`src/rtl/hazard_stall_ctrl_if.sv`:
```
// rtl/hazard_stall_ctrl_if.sv - pipeline-side signal bundle for the hazard/stall sequencer
interface hazard_stall_ctrl_if #(
  parameter int CNT_W = 32
);
  // ID-stage instruction
  logic [4:0]       if_id_rs;
  logic [4:0]       if_id_rt;
  logic             id_uses_rs;
  logic             id_uses_rt;
  logic             id_is_branch;
  logic             branch_taken;
  // EX-stage instruction
  logic             id_ex_RegWrite;
  logic             id_ex_MemRead;
  logic [4:0]       id_ex_rd;
  // MEM-stage instruction
  logic             ex_mem_MemRead;
  logic [4:0]       ex_mem_rd;
  // multi-cycle unit handshake
  logic             ex_is_mc;
  logic             mc_done;
  logic             mc_start;
  // pipeline controls
  logic             pc_write;
  logic             if_id_write;
  logic             id_ex_bubble;
  logic             if_id_flush;
  logic             ex_freeze;
  // status
  logic [CNT_W-1:0] stall_cnt;
  logic             mc_timeout;

  // pipeline side: presents stage info, consumes controls
  modport master (
    output if_id_rs, if_id_rt, id_uses_rs, id_uses_rt, id_is_branch, branch_taken,
    output id_ex_RegWrite, id_ex_MemRead, id_ex_rd, ex_mem_MemRead, ex_mem_rd,
    output ex_is_mc, mc_done,
    input  mc_start, pc_write, if_id_write, id_ex_bubble, if_id_flush, ex_freeze,
    input  stall_cnt, mc_timeout
  );

  // controller side
  modport slave (
    input  if_id_rs, if_id_rt, id_uses_rs, id_uses_rt, id_is_branch, branch_taken,
    input  id_ex_RegWrite, id_ex_MemRead, id_ex_rd, ex_mem_MemRead, ex_mem_rd,
    input  ex_is_mc, mc_done,
    output mc_start, pc_write, if_id_write, id_ex_bubble, if_id_flush, ex_freeze,
    output stall_cnt, mc_timeout
  );
endinterface

```
`src/rtl/hazard_stall_ctrl.sv`:
```
// rtl/hazard_stall_ctrl.sv - hazard stall/flush sequencer with multi-cycle EX freeze
module hazard_stall_ctrl #(
  parameter int CNT_W      = 32,
  parameter int MC_TIMEOUT = 1024
) (
  input  logic                 clk,
  input  logic                 rst_n,
  hazard_stall_ctrl_if.slave   bus
);

  localparam int              WAIT_W    = $clog2(MC_TIMEOUT);
  localparam logic [WAIT_W-1:0] WAIT_LAST = WAIT_W'(MC_TIMEOUT - 1);
  localparam logic [WAIT_W-1:0] WAIT_ONE  = WAIT_W'(1);
  localparam logic [CNT_W-1:0]  CNT_ONE   = CNT_W'(1);

  localparam logic [0:0] S_RUN     = 1'b0;
  localparam logic [0:0] S_MC_WAIT = 1'b1;

  logic [0:0]        state_q,      state_d;
  logic [WAIT_W-1:0] wait_cnt_q,   wait_cnt_d;
  logic [CNT_W-1:0]  stall_cnt_q,  stall_cnt_d;
  logic              mc_timeout_q, mc_timeout_d;

  logic pc_write, if_id_write, id_ex_bubble, if_id_flush, ex_freeze, mc_start;
  logic lu_hz, bex_hz, bmem_hz, hz, run_rules;

  // a nonzero destination that the ID instruction actually reads
  function automatic logic match(input logic [4:0] r, input logic [4:0] rs, input logic [4:0] rt,
                                 input logic use_rs, input logic use_rt);
    return (r != 5'd0) && (((r == rs) && use_rs) || ((r == rt) && use_rt));
  endfunction

  // hazards the forwarding unit cannot cover: load-use, and branch operands still in flight
  always_comb begin
    lu_hz   = bus.id_ex_MemRead &&
              match(bus.id_ex_rd, bus.if_id_rs, bus.if_id_rt, bus.id_uses_rs, bus.id_uses_rt);
    bex_hz  = bus.id_is_branch && bus.id_ex_RegWrite &&
              match(bus.id_ex_rd, bus.if_id_rs, bus.if_id_rt, bus.id_uses_rs, bus.id_uses_rt);
    bmem_hz = bus.id_is_branch && bus.ex_mem_MemRead &&
              match(bus.ex_mem_rd, bus.if_id_rs, bus.if_id_rt, bus.id_uses_rs, bus.id_uses_rt);
    hz      = lu_hz || bex_hz || bmem_hz;
  end

  // FSM and pipeline controls: freeze beats hazard stall beats branch flush
  always_comb begin
    state_d      = state_q;
    wait_cnt_d   = wait_cnt_q;
    mc_timeout_d = mc_timeout_q;
    pc_write     = 1'b1;
    if_id_write  = 1'b1;
    id_ex_bubble = 1'b0;
    if_id_flush  = 1'b0;
    ex_freeze    = 1'b0;
    mc_start     = 1'b0;
    run_rules    = 1'b0;

    if (state_q == S_RUN) begin
      if (bus.ex_is_mc) begin
        mc_start   = 1'b1;
        ex_freeze  = 1'b1;
        state_d    = S_MC_WAIT;
        wait_cnt_d = '0;
      end else begin
        run_rules = 1'b1;
      end
    end else begin
      if (bus.mc_done) begin
        run_rules  = 1'b1;
        state_d    = S_RUN;
        wait_cnt_d = '0;
      end else if (wait_cnt_q == WAIT_LAST) begin
        mc_timeout_d = 1'b1;
        run_rules    = 1'b1;
        state_d      = S_RUN;
        wait_cnt_d   = '0;
      end else begin
        ex_freeze  = 1'b1;
        wait_cnt_d = wait_cnt_q + WAIT_ONE;
      end
    end

    if (ex_freeze) begin
      pc_write    = 1'b0;
      if_id_write = 1'b0;
    end else if (run_rules) begin
      if (hz) begin
        pc_write     = 1'b0;
        if_id_write  = 1'b0;
        id_ex_bubble = 1'b1;
      end else begin
        if_id_flush = bus.id_is_branch && bus.branch_taken;
      end
    end
  end

  // count every cycle the PC is held, sticking at all-ones
  always_comb begin
    stall_cnt_d = stall_cnt_q;
    if (!pc_write && (stall_cnt_q != {CNT_W{1'b1}})) begin
      stall_cnt_d = stall_cnt_q + CNT_ONE;
    end
  end

  // state registers; reset mid-wait simply drops the outstanding op
  always_ff @(posedge clk or negedge rst_n) begin
    if (!rst_n) begin
      state_q      <= S_RUN;
      wait_cnt_q   <= '0;
      stall_cnt_q  <= '0;
      mc_timeout_q <= 1'b0;
    end else begin
      state_q      <= state_d;
      wait_cnt_q   <= wait_cnt_d;
      stall_cnt_q  <= stall_cnt_d;
      mc_timeout_q <= mc_timeout_d;
    end
  end

  assign bus.pc_write     = pc_write;
  assign bus.if_id_write  = if_id_write;
  assign bus.id_ex_bubble = id_ex_bubble;
  assign bus.if_id_flush  = if_id_flush;
  assign bus.ex_freeze    = ex_freeze;
  assign bus.mc_start     = mc_start;
  assign bus.stall_cnt    = stall_cnt_q;
  assign bus.mc_timeout   = mc_timeout_q;

endmodule
```
`src/flat_wrapper.sv`:
```
// flat-port wrapper written by rule: the top's interface ports become plain ports
module hazard_stall_ctrl_flat 
#(
  parameter int CNT_W      = 32,
  parameter int MC_TIMEOUT = 1024
)
  (clk, rst_n, bus_if_id_rs, bus_if_id_rt, bus_id_uses_rs, bus_id_uses_rt, bus_id_is_branch, bus_branch_taken, bus_id_ex_RegWrite, bus_id_ex_MemRead, bus_id_ex_rd, bus_ex_mem_MemRead, bus_ex_mem_rd, bus_ex_is_mc, bus_mc_done, bus_mc_start, bus_pc_write, bus_if_id_write, bus_id_ex_bubble, bus_if_id_flush, bus_ex_freeze, bus_stall_cnt, bus_mc_timeout);
  hazard_stall_ctrl_if #(.CNT_W(CNT_W)) bus_i ();
  input  logic clk;
  input  logic rst_n;
  input wire logic [$bits(bus_i.if_id_rs)-1:0] bus_if_id_rs;
  input wire logic [$bits(bus_i.if_id_rt)-1:0] bus_if_id_rt;
  input wire logic [$bits(bus_i.id_uses_rs)-1:0] bus_id_uses_rs;
  input wire logic [$bits(bus_i.id_uses_rt)-1:0] bus_id_uses_rt;
  input wire logic [$bits(bus_i.id_is_branch)-1:0] bus_id_is_branch;
  input wire logic [$bits(bus_i.branch_taken)-1:0] bus_branch_taken;
  input wire logic [$bits(bus_i.id_ex_RegWrite)-1:0] bus_id_ex_RegWrite;
  input wire logic [$bits(bus_i.id_ex_MemRead)-1:0] bus_id_ex_MemRead;
  input wire logic [$bits(bus_i.id_ex_rd)-1:0] bus_id_ex_rd;
  input wire logic [$bits(bus_i.ex_mem_MemRead)-1:0] bus_ex_mem_MemRead;
  input wire logic [$bits(bus_i.ex_mem_rd)-1:0] bus_ex_mem_rd;
  input wire logic [$bits(bus_i.ex_is_mc)-1:0] bus_ex_is_mc;
  input wire logic [$bits(bus_i.mc_done)-1:0] bus_mc_done;
  output wire logic [$bits(bus_i.mc_start)-1:0] bus_mc_start;
  output wire logic [$bits(bus_i.pc_write)-1:0] bus_pc_write;
  output wire logic [$bits(bus_i.if_id_write)-1:0] bus_if_id_write;
  output wire logic [$bits(bus_i.id_ex_bubble)-1:0] bus_id_ex_bubble;
  output wire logic [$bits(bus_i.if_id_flush)-1:0] bus_if_id_flush;
  output wire logic [$bits(bus_i.ex_freeze)-1:0] bus_ex_freeze;
  output wire logic [$bits(bus_i.stall_cnt)-1:0] bus_stall_cnt;
  output wire logic [$bits(bus_i.mc_timeout)-1:0] bus_mc_timeout;
  assign bus_i.if_id_rs = bus_if_id_rs;
  assign bus_i.if_id_rt = bus_if_id_rt;
  assign bus_i.id_uses_rs = bus_id_uses_rs;
  assign bus_i.id_uses_rt = bus_id_uses_rt;
  assign bus_i.id_is_branch = bus_id_is_branch;
  assign bus_i.branch_taken = bus_branch_taken;
  assign bus_i.id_ex_RegWrite = bus_id_ex_RegWrite;
  assign bus_i.id_ex_MemRead = bus_id_ex_MemRead;
  assign bus_i.id_ex_rd = bus_id_ex_rd;
  assign bus_i.ex_mem_MemRead = bus_ex_mem_MemRead;
  assign bus_i.ex_mem_rd = bus_ex_mem_rd;
  assign bus_i.ex_is_mc = bus_ex_is_mc;
  assign bus_i.mc_done = bus_mc_done;
  assign bus_mc_start = bus_i.mc_start;
  assign bus_pc_write = bus_i.pc_write;
  assign bus_if_id_write = bus_i.if_id_write;
  assign bus_id_ex_bubble = bus_i.id_ex_bubble;
  assign bus_if_id_flush = bus_i.if_id_flush;
  assign bus_ex_freeze = bus_i.ex_freeze;
  assign bus_stall_cnt = bus_i.stall_cnt;
  assign bus_mc_timeout = bus_i.mc_timeout;
  hazard_stall_ctrl #(.CNT_W(CNT_W), .MC_TIMEOUT(MC_TIMEOUT)) u_core (.clk(clk), .rst_n(rst_n), .bus(bus_i));
endmodule
```
`config.mk`:
```
export PLATFORM = sky130hd
export DESIGN_NAME = hazard_stall_ctrl_flat
export DESIGN_NICKNAME = d
export VERILOG_FILES = /design/src/rtl/hazard_stall_ctrl_if.sv /design/src/rtl/hazard_stall_ctrl.sv /design/src/flat_wrapper.sv
export SDC_FILE = /design/constraint.sdc
export NUM_CORES = 1
export LEC_CHECK = 0
export CAP_MARGIN = 20
export CORE_MARGIN = 1.5
export CORE_UTILIZATION = 49
export DETAILED_ROUTE_END_ITERATION = 7
export PLACE_DENSITY = 0.81
export RECOVER_POWER = 25
export SYNTH_ARGS = -nofsm -noshare
export SYNTH_HDL_FRONTEND = slang
export SYNTH_SLANG_ARGS = --single-unit
```
`constraint.sdc`:
```
create_clock -name clk -period 2.5 [get_ports clk]
set_clock_uncertainty 0.05 [all_clocks]
set_input_delay 0.25 -clock clk [delete_from_list [all_inputs] [get_ports clk]]
set_output_delay 0.25 -clock clk [all_outputs]
set_load 0.03 [all_outputs]
```
==> metrics.yaml, run 1 <==
final_layout:
  drive_gt1_frac: 0.167
  final_common_cell: "clkdlybuf4s50_1"
  finalNetCount: 374
  syn2layout_area_growth_pct: 30.9
  antenna_cells: 0
  final_cell_mix: "clkdlybuf4s50_1, dfrtp_1, xor2_1, xnor2_1, nand2_1"
  fin_cells: 412
  fin_util: 0.676
  fillers: 402
run_status:
  status: "finished clean"
setup_path:
  worstPathArrival_ps: 2070
  crit_required_ps: 2200
  start_kind: "input port"
  endpoint_kind: "output port"
  cp_max_fo: 4
  worstSetupPathType: "input port to output port"
global_routing:
  grt_pass1_wl_um: 10200
  grt.total_usage: 0.211
  grt_pass1_vias: 2199
  antenna_found_initial: 0
  overflow: 0
  grt_start_max_net_pins: 45
route:
  dr.pass1.iters: 4
  drcViolationCount: 0
  via_per_inst: 5.56
  num_vias: 2290
  drtIter0Drc: 165
  finalWirelength_um: 5980
  avgRoutedWirePerCell_um: 14.5
  drtAntennaViolNets: 0
die:
  fp-row-count: 26
  die-width_um: 77.1
  io-pin-count: 70
  die_h_um: 77.1
  die_area_um2: 5940
  coreArea_um2: 5200
  start_util: 0.517
timing:
  tns_ps: 0
  timing.fmax_ghz: 0.423
  hold_viol: 0
  setup_violations: 0
  rsz0062_at_grt: "no"
  slew_headroom: 0.295
  fin_crit_ps: 2370
  worstMarginPinSlew_ps: 1060
  slew_viol_final: 0
  fin_hold_ws_ps: 78.0
  fin_crit_sh: 0.946
placement:
  place_inst: 401
  portBuffers: 69
  dp.final_hpwl_um: 4470
  gp_congestion: 0.805
clock_tree:
  cts_root_buf: "clkbuf_8"
  cts.path.max_buffers: 2
  clock_sinks: 44
  htreeDepth: 2
  cts_tree: "done"
  cts_made_buffers: 5
  clkTransAtPathRegs_ps: 80
  clk_latency_ps: 300
logic_synthesis:
  synth-simple-area-share: 0.279
  synth_compound_area_frac: 0.0805
  synth_flop_cell: "dfrtp_1"
  syn_area_um2: 2690
  synth-edff-count: 0
  avgSynthCellArea_um2: 10.3
  synth_nets: 295
  synthCells: 262
  synthAdderAreaFrac: 0.00931
  synth_xor_area_frac: 0.166
  yosysSeqAreaShare: 0.409
  ys_async_sr_fraction: 1.00
  synth.distinct_cells: 48
  yosysWarnings: 0
  ys_seq_elements: 44
  synth.area.mux_share: 0.00419
  synth_top_family_by_area: "simple AND/OR/NAND/NOR gates"
pwr:
  finalPower_mw: 2.26
  p_leak_nw: 1.44
  peakVddDrop_mv: 0.368
  powerDensity_nw_per_um2: 643
job:
  drv_cap: 0
worst_hold_path:
  min_path_type: "input port to asynchronous set/reset pin"
## worst paths after layout
| path | start | to | slack, ps | cells past startpoint |
|---|---|---|---|---|
| worst max-delay path | bus_ex_mem_rd[3] | bus_if_id_flush | 130 | 7 |
| worst min-delay path | rst_n | u_core.bus.stall_cnt[12] | 80 | 1 |
| worst max register to register | u_core.bus.stall_cnt[2] | u_core.bus.stall_cnt[16] | 230 | 8 |
| worst min register to register | u_core.bus.stall_cnt[14] | u_core.bus.stall_cnt[14] | 430 | 1 |
| max in group asynchronous | rst_n | u_core.wait_cnt_q[5] | 1680 | 1 |
| min in group clk | u_core.bus.stall_cnt[14] | u_core.bus.stall_cnt[14] | 430 | 1 |
## area by class of cell
| cell class | instances | area (um^2) | area share |
|---|---|---|---|
| inverters | 1 | 3.75 | 0.00107 |
| multi-input cells | 205 | 1450 | 0.412 |
| clock inverters | 3 | 18.8 | 0.00533 |
| flip-flops and latches | 44 | 1100 | 0.313 |
| well taps | 70 | 87.6 | 0.0249 |
| repair buffers | 84 | 790 | 0.224 |
| clock buffers | 5 | 68.8 | 0.0196 |
## logic make-up (layout without fill, tap and decap cells)
family / Yosys count / after routing
XOR/XNOR: 51 / 51
AO/OA/AOI/OAI: 32 / 32
flip-flops: 44 / 44
adder cells (fa/ha/maj): 2 / 2
AND/OR/NAND/NOR: 119 / 119
buffers and inverters: 13 / 93
multiplexers: 1 / 1
## routing by layer
layer | GRT usage | part of all wire | routed length (um) | vias to the layer above
li1 | - | - | - | 1094
met1 | 0.266 | 0.42 | 2500 | 1114
met2 | 0.368 | 0.52 | 3100 | 72
met3 | 0.0464 | 0.050 | 301 | 10
met4 | 0.0527 | 0.013 | 77 | 0
met5 | 0 | 0 | 0 | -
## cells in the mapped netlist, drive strengths merged (2+ instances only)
master	count	share of area
nor3	21	0.063
and3	8	0.020
xor2	29	0.094
a21oi	4	0.0074
buf	10	0.047
nand2b	3	0.0079
nand3	20	0.039
nor2b	3	0.0098
and4	2	0.0065
dfrtp	44	0.41
and2	3	0.0088
nor2	13	0.018
clkbuf	2	0.0028
o21ai	10	0.019
a22o	2	0.0065
nor3b	4	0.013
o31ai	4	0.011
nand2	22	0.031
o22ai	3	0.0070
nand4	13	0.036
a41o	2	0.0079
a31oi	2	0.0047
ha	2	0.0093
nor4	6	0.023
xnor2	22	0.072
## stage by stage
step | area, um^2 | setup WS, ps
floorplan | 2690 | 120
global placement | 3410 | 27.5
detailed placement | 3410 | 31.4
CTS | 3500 | 40.8
global route | 3520 | 5.44
finish | 3520 | 134
## report_power, final
group	internal (mW)	switching (mW)
clock	0.195	0.252
sequential	0.810	0.129
combinational	0.368	0.508
## flip-flops by register name, summed over array words and instances (netlist names)
signal and cells:
u_core.state_q 1, u_core.bus.stall_cnt 32, u_core.wait_cnt_q 10, u_core.bus.mc_timeout 1
## worst max-delay path, stage by stage
cell	delay, ps
clkdlybuf4s50_1	470
or3_1	320
o311a_1	300
a22oi_2	170
nor2b_4	210
and3_1	180
buf_4	160
## what timing repair did
item | in CTS | in global routing
hold buffers | 0 | 0
buffers inserted | 0 | 3
endpoints found under the setup margin | 2 | 3
resized for setup | 2 | 1
gates cloned | 0 | 0
No activity file was read; power rests on OpenSTA's default activity.
==> run 2: changes to the inputs <==
Settings changed: CAP_MARGIN 20 to 30.
==> metrics.yaml, run 2 (synthesis results as in run 1) <==
timing:
  slew_viol_final: 0  # unchanged
  hold_viol: 0  # unchanged
  fin_hold_ws_ps: 432  # was 78.0 ps
  fin_crit_ps: 2370  # unchanged
  tns_ps: 0  # unchanged
  layout_setup_ws_ps: 134  # unchanged
  timing.fmax_ghz: 0.423  # unchanged
  worstMarginPinSlew_ps: 1020  # was 1060 ps
  fin_crit_sh: 0.946  # unchanged
  rsz0062_at_grt: "no"  # unchanged
  setup_violations: 0  # unchanged
  slew_headroom: 0.320  # was 0.295
clock_tree:
  clk_latency_ps: 300  # about the same
  cts_tree: "done"  # unchanged
  cts_made_buffers: 5  # unchanged
  htreeDepth: 2  # unchanged
  cts.path.max_buffers: 2  # unchanged
  clkTransAtPathRegs_ps: 80  # about the same
  clock_sinks: 44  # unchanged
  cts_root_buf: "clkbuf_8"  # unchanged
route:
  dr.pass1.iters: 4  # unchanged
  drtIter0Drc: 173  # was 165
  avgRoutedWirePerCell_um: 14.5  # about the same
  num_vias: 2280  # was 2290
  drcViolationCount: 0  # unchanged
  via_per_inst: 5.51  # was 5.56
  finalWirelength_um: 5990  # was 5980 um
  drtAntennaViolNets: 0  # unchanged
pwr:
  switching_share: 0.393  # about the same
  switchingPower_mw: 0.888  # was 0.889 mW
  powerDensity_nw_per_um2: 640  # was 643 nW/um^2
  intPower_mw: 1.37  # about the same
  share_comb_of_total_power: 0.388  # was 0.387
  p_leak_nw: 1.45  # was 1.44 nW
  peakVddDrop_mv: 0.368  # about the same
  pwr-share-seq: 0.415  # about the same
  clock_power_share: 0.197  # about the same
  finalPower_mw: 2.26  # about the same
final_layout:
  largest_reg_flops: 32  # unchanged
  fin_cells: 414  # was 412
  final_common_cell: "clkdlybuf4s50_1"  # unchanged
  postLayoutCellArea_um2: 3530  # was 3520 um^2
  final_cell_mix: "clkdlybuf4s50_1, dfrtp_1, xor2_1, xnor2_1, nand2_1"  # unchanged
  fin_util: 0.679  # was 0.676
  antenna_cells: 0  # unchanged
  finalNetCount: 376  # was 374
  syn2layout_area_growth_pct: 31.4  # was 30.9%
  drive_gt1_frac: 0.166  # was 0.167
  fillers: 401  # was 402
setup_path:
  path_delay_family: "simple AND/OR/NAND/NOR gates"  # unchanged
  rr_worst_depth: 8  # unchanged
  cpPeakStageDelay_ps: 470  # about the same
  crit_chain: "clkdlybuf4s50_1 -> or3_1 -> o311a_1 -> a22oi_2 -> nor2b_4 -> and3_1 -> buf_4"  # unchanged
  reg2reg_to: "u_core.bus.stall_cnt[16]"  # unchanged
  endpoint_kind: "output port"  # unchanged
  r2r-start: "u_core.bus.stall_cnt[2]"  # unchanged
  crit_required_ps: 2200  # about the same
  path_buf_inv: 2  # unchanged
  worstPathArrival_ps: 2070  # about the same
  start_kind: "input port"  # unchanged
  rrSetupSlack_ps: 240  # was 230 ps
  cp_max_fo: 4  # unchanged
  worstSetupPathType: "input port to output port"  # unchanged
  critPathSlowestCell: "clkdlybuf4s50_1"  # unchanged
placement:
  place_inst: 401  # unchanged
  place_area_um2: 3410  # unchanged
  gp_congestion: 0.805  # unchanged
  portBuffers: 69  # unchanged
  dp.final_hpwl_um: 4470  # unchanged
  pre_cts_ws_ps: 31.4  # unchanged
die:
  die-width_um: 77.1  # unchanged
  fp-row-count: 26  # unchanged
  die_area_um2: 5940  # unchanged
  coreArea_um2: 5200  # unchanged
  die_h_um: 77.1  # unchanged
  start_util: 0.517  # unchanged
  io-pin-count: 70  # unchanged
global_routing:
  grt_pass1_vias: 2199  # unchanged
  overflow: 0  # unchanged
  grt.total_usage: 0.211  # unchanged
  grt_start_max_net_pins: 45  # unchanged
  grt_pass1_wl_um: 10200  # unchanged
  antenna_found_initial: 0  # unchanged
job:
  drv_cap: 0  # unchanged
worst_hold_path:
  worstHoldStart: "u_core.bus.stall_cnt[14]"
  min_path_type: "flop to flop"  # was input port to asynchronous set/reset pin
  hold_depth: 1
  min_to: "u_core.bus.stall_cnt[14]"
run_status:
  status: "finished clean"  # unchanged
[run 2: changes by cell type in the layout (fill, tap and decap cells not counted)]
cell           before  now
clkbuf_1            0    1
dlygate4sd3_1       0    1
[run 2: per-layer routing]
layer / routed length [um] / vias up / global-route usage
met3: 308 / 10 / 0.0464
li1: - / 1097 / -
met1: 2490 / 1103 / 0.266
met4: 76 / 0 / 0.0527
met2: 3120 / 70 / 0.368
met5: 0 / - / 0
[run 2: worst max-delay path by stage]
stage / end / cells past startpoint / startpoint / slack, ps
finish: bus_if_id_flush / 7 / bus_ex_mem_rd[3] / 130
global route: bus_if_id_flush / 8 / u_core.wait_cnt_q[1] / 5
CTS: bus_if_id_flush / 7 / bus_ex_mem_rd[3] / 40
detailed placement: bus_id_ex_bubble / 6 / bus_ex_mem_rd[3] / 30
global placement: bus_id_ex_bubble / 6 / bus_ex_mem_rd[1] / 30
floorplan: bus_if_id_flush / 9 / u_core.wait_cnt_q[0] / 120
[run 2: worst reg2reg max path, stage by stage (launching register included)]
cell and delay (ps):
dfrtp_1 470, nand3_2 160, nor3_2 280, and2_4 210
and3_2 330, and4_1 250, buf_4 200, nor3_2 70
xor2_1 140
[run 2: cell type report]
class | instances | area, um^2 | share of cell area
Clock buffer | 5 | 68.8 | 0.0195
Clock inverter | 3 | 18.8 | 0.00531
Inverter | 1 | 3.75 | 0.00106
Multi-Input combinational cell | 205 | 1450 | 0.410
Sequential cell | 44 | 1100 | 0.312
Tap cell | 70 | 87.6 | 0.0248
Timing Repair Buffer | 86 | 803 | 0.227
[run 2: timing repair]
action,CTS,global route
endpoints found under the setup margin,2,3
hold buffers,0,1
hold endpoints to repair,0,19
buffers inserted,0,3
resized for setup,2,1
pin swaps,0,0
[run 2: power by group through the flow]
stage	combinational (mW)	sequential [mW]	clock, mW
6_report	0.878	0.938	0.446
5_1_grt	0.936	0.952	0.494
4_1_cts	0.872	0.939	0.461
3_5_place_dp	0.866	0.952	0
3_3_place_gp	0.850	0.948	0
2_1_floorplan	0.368	1.10	0
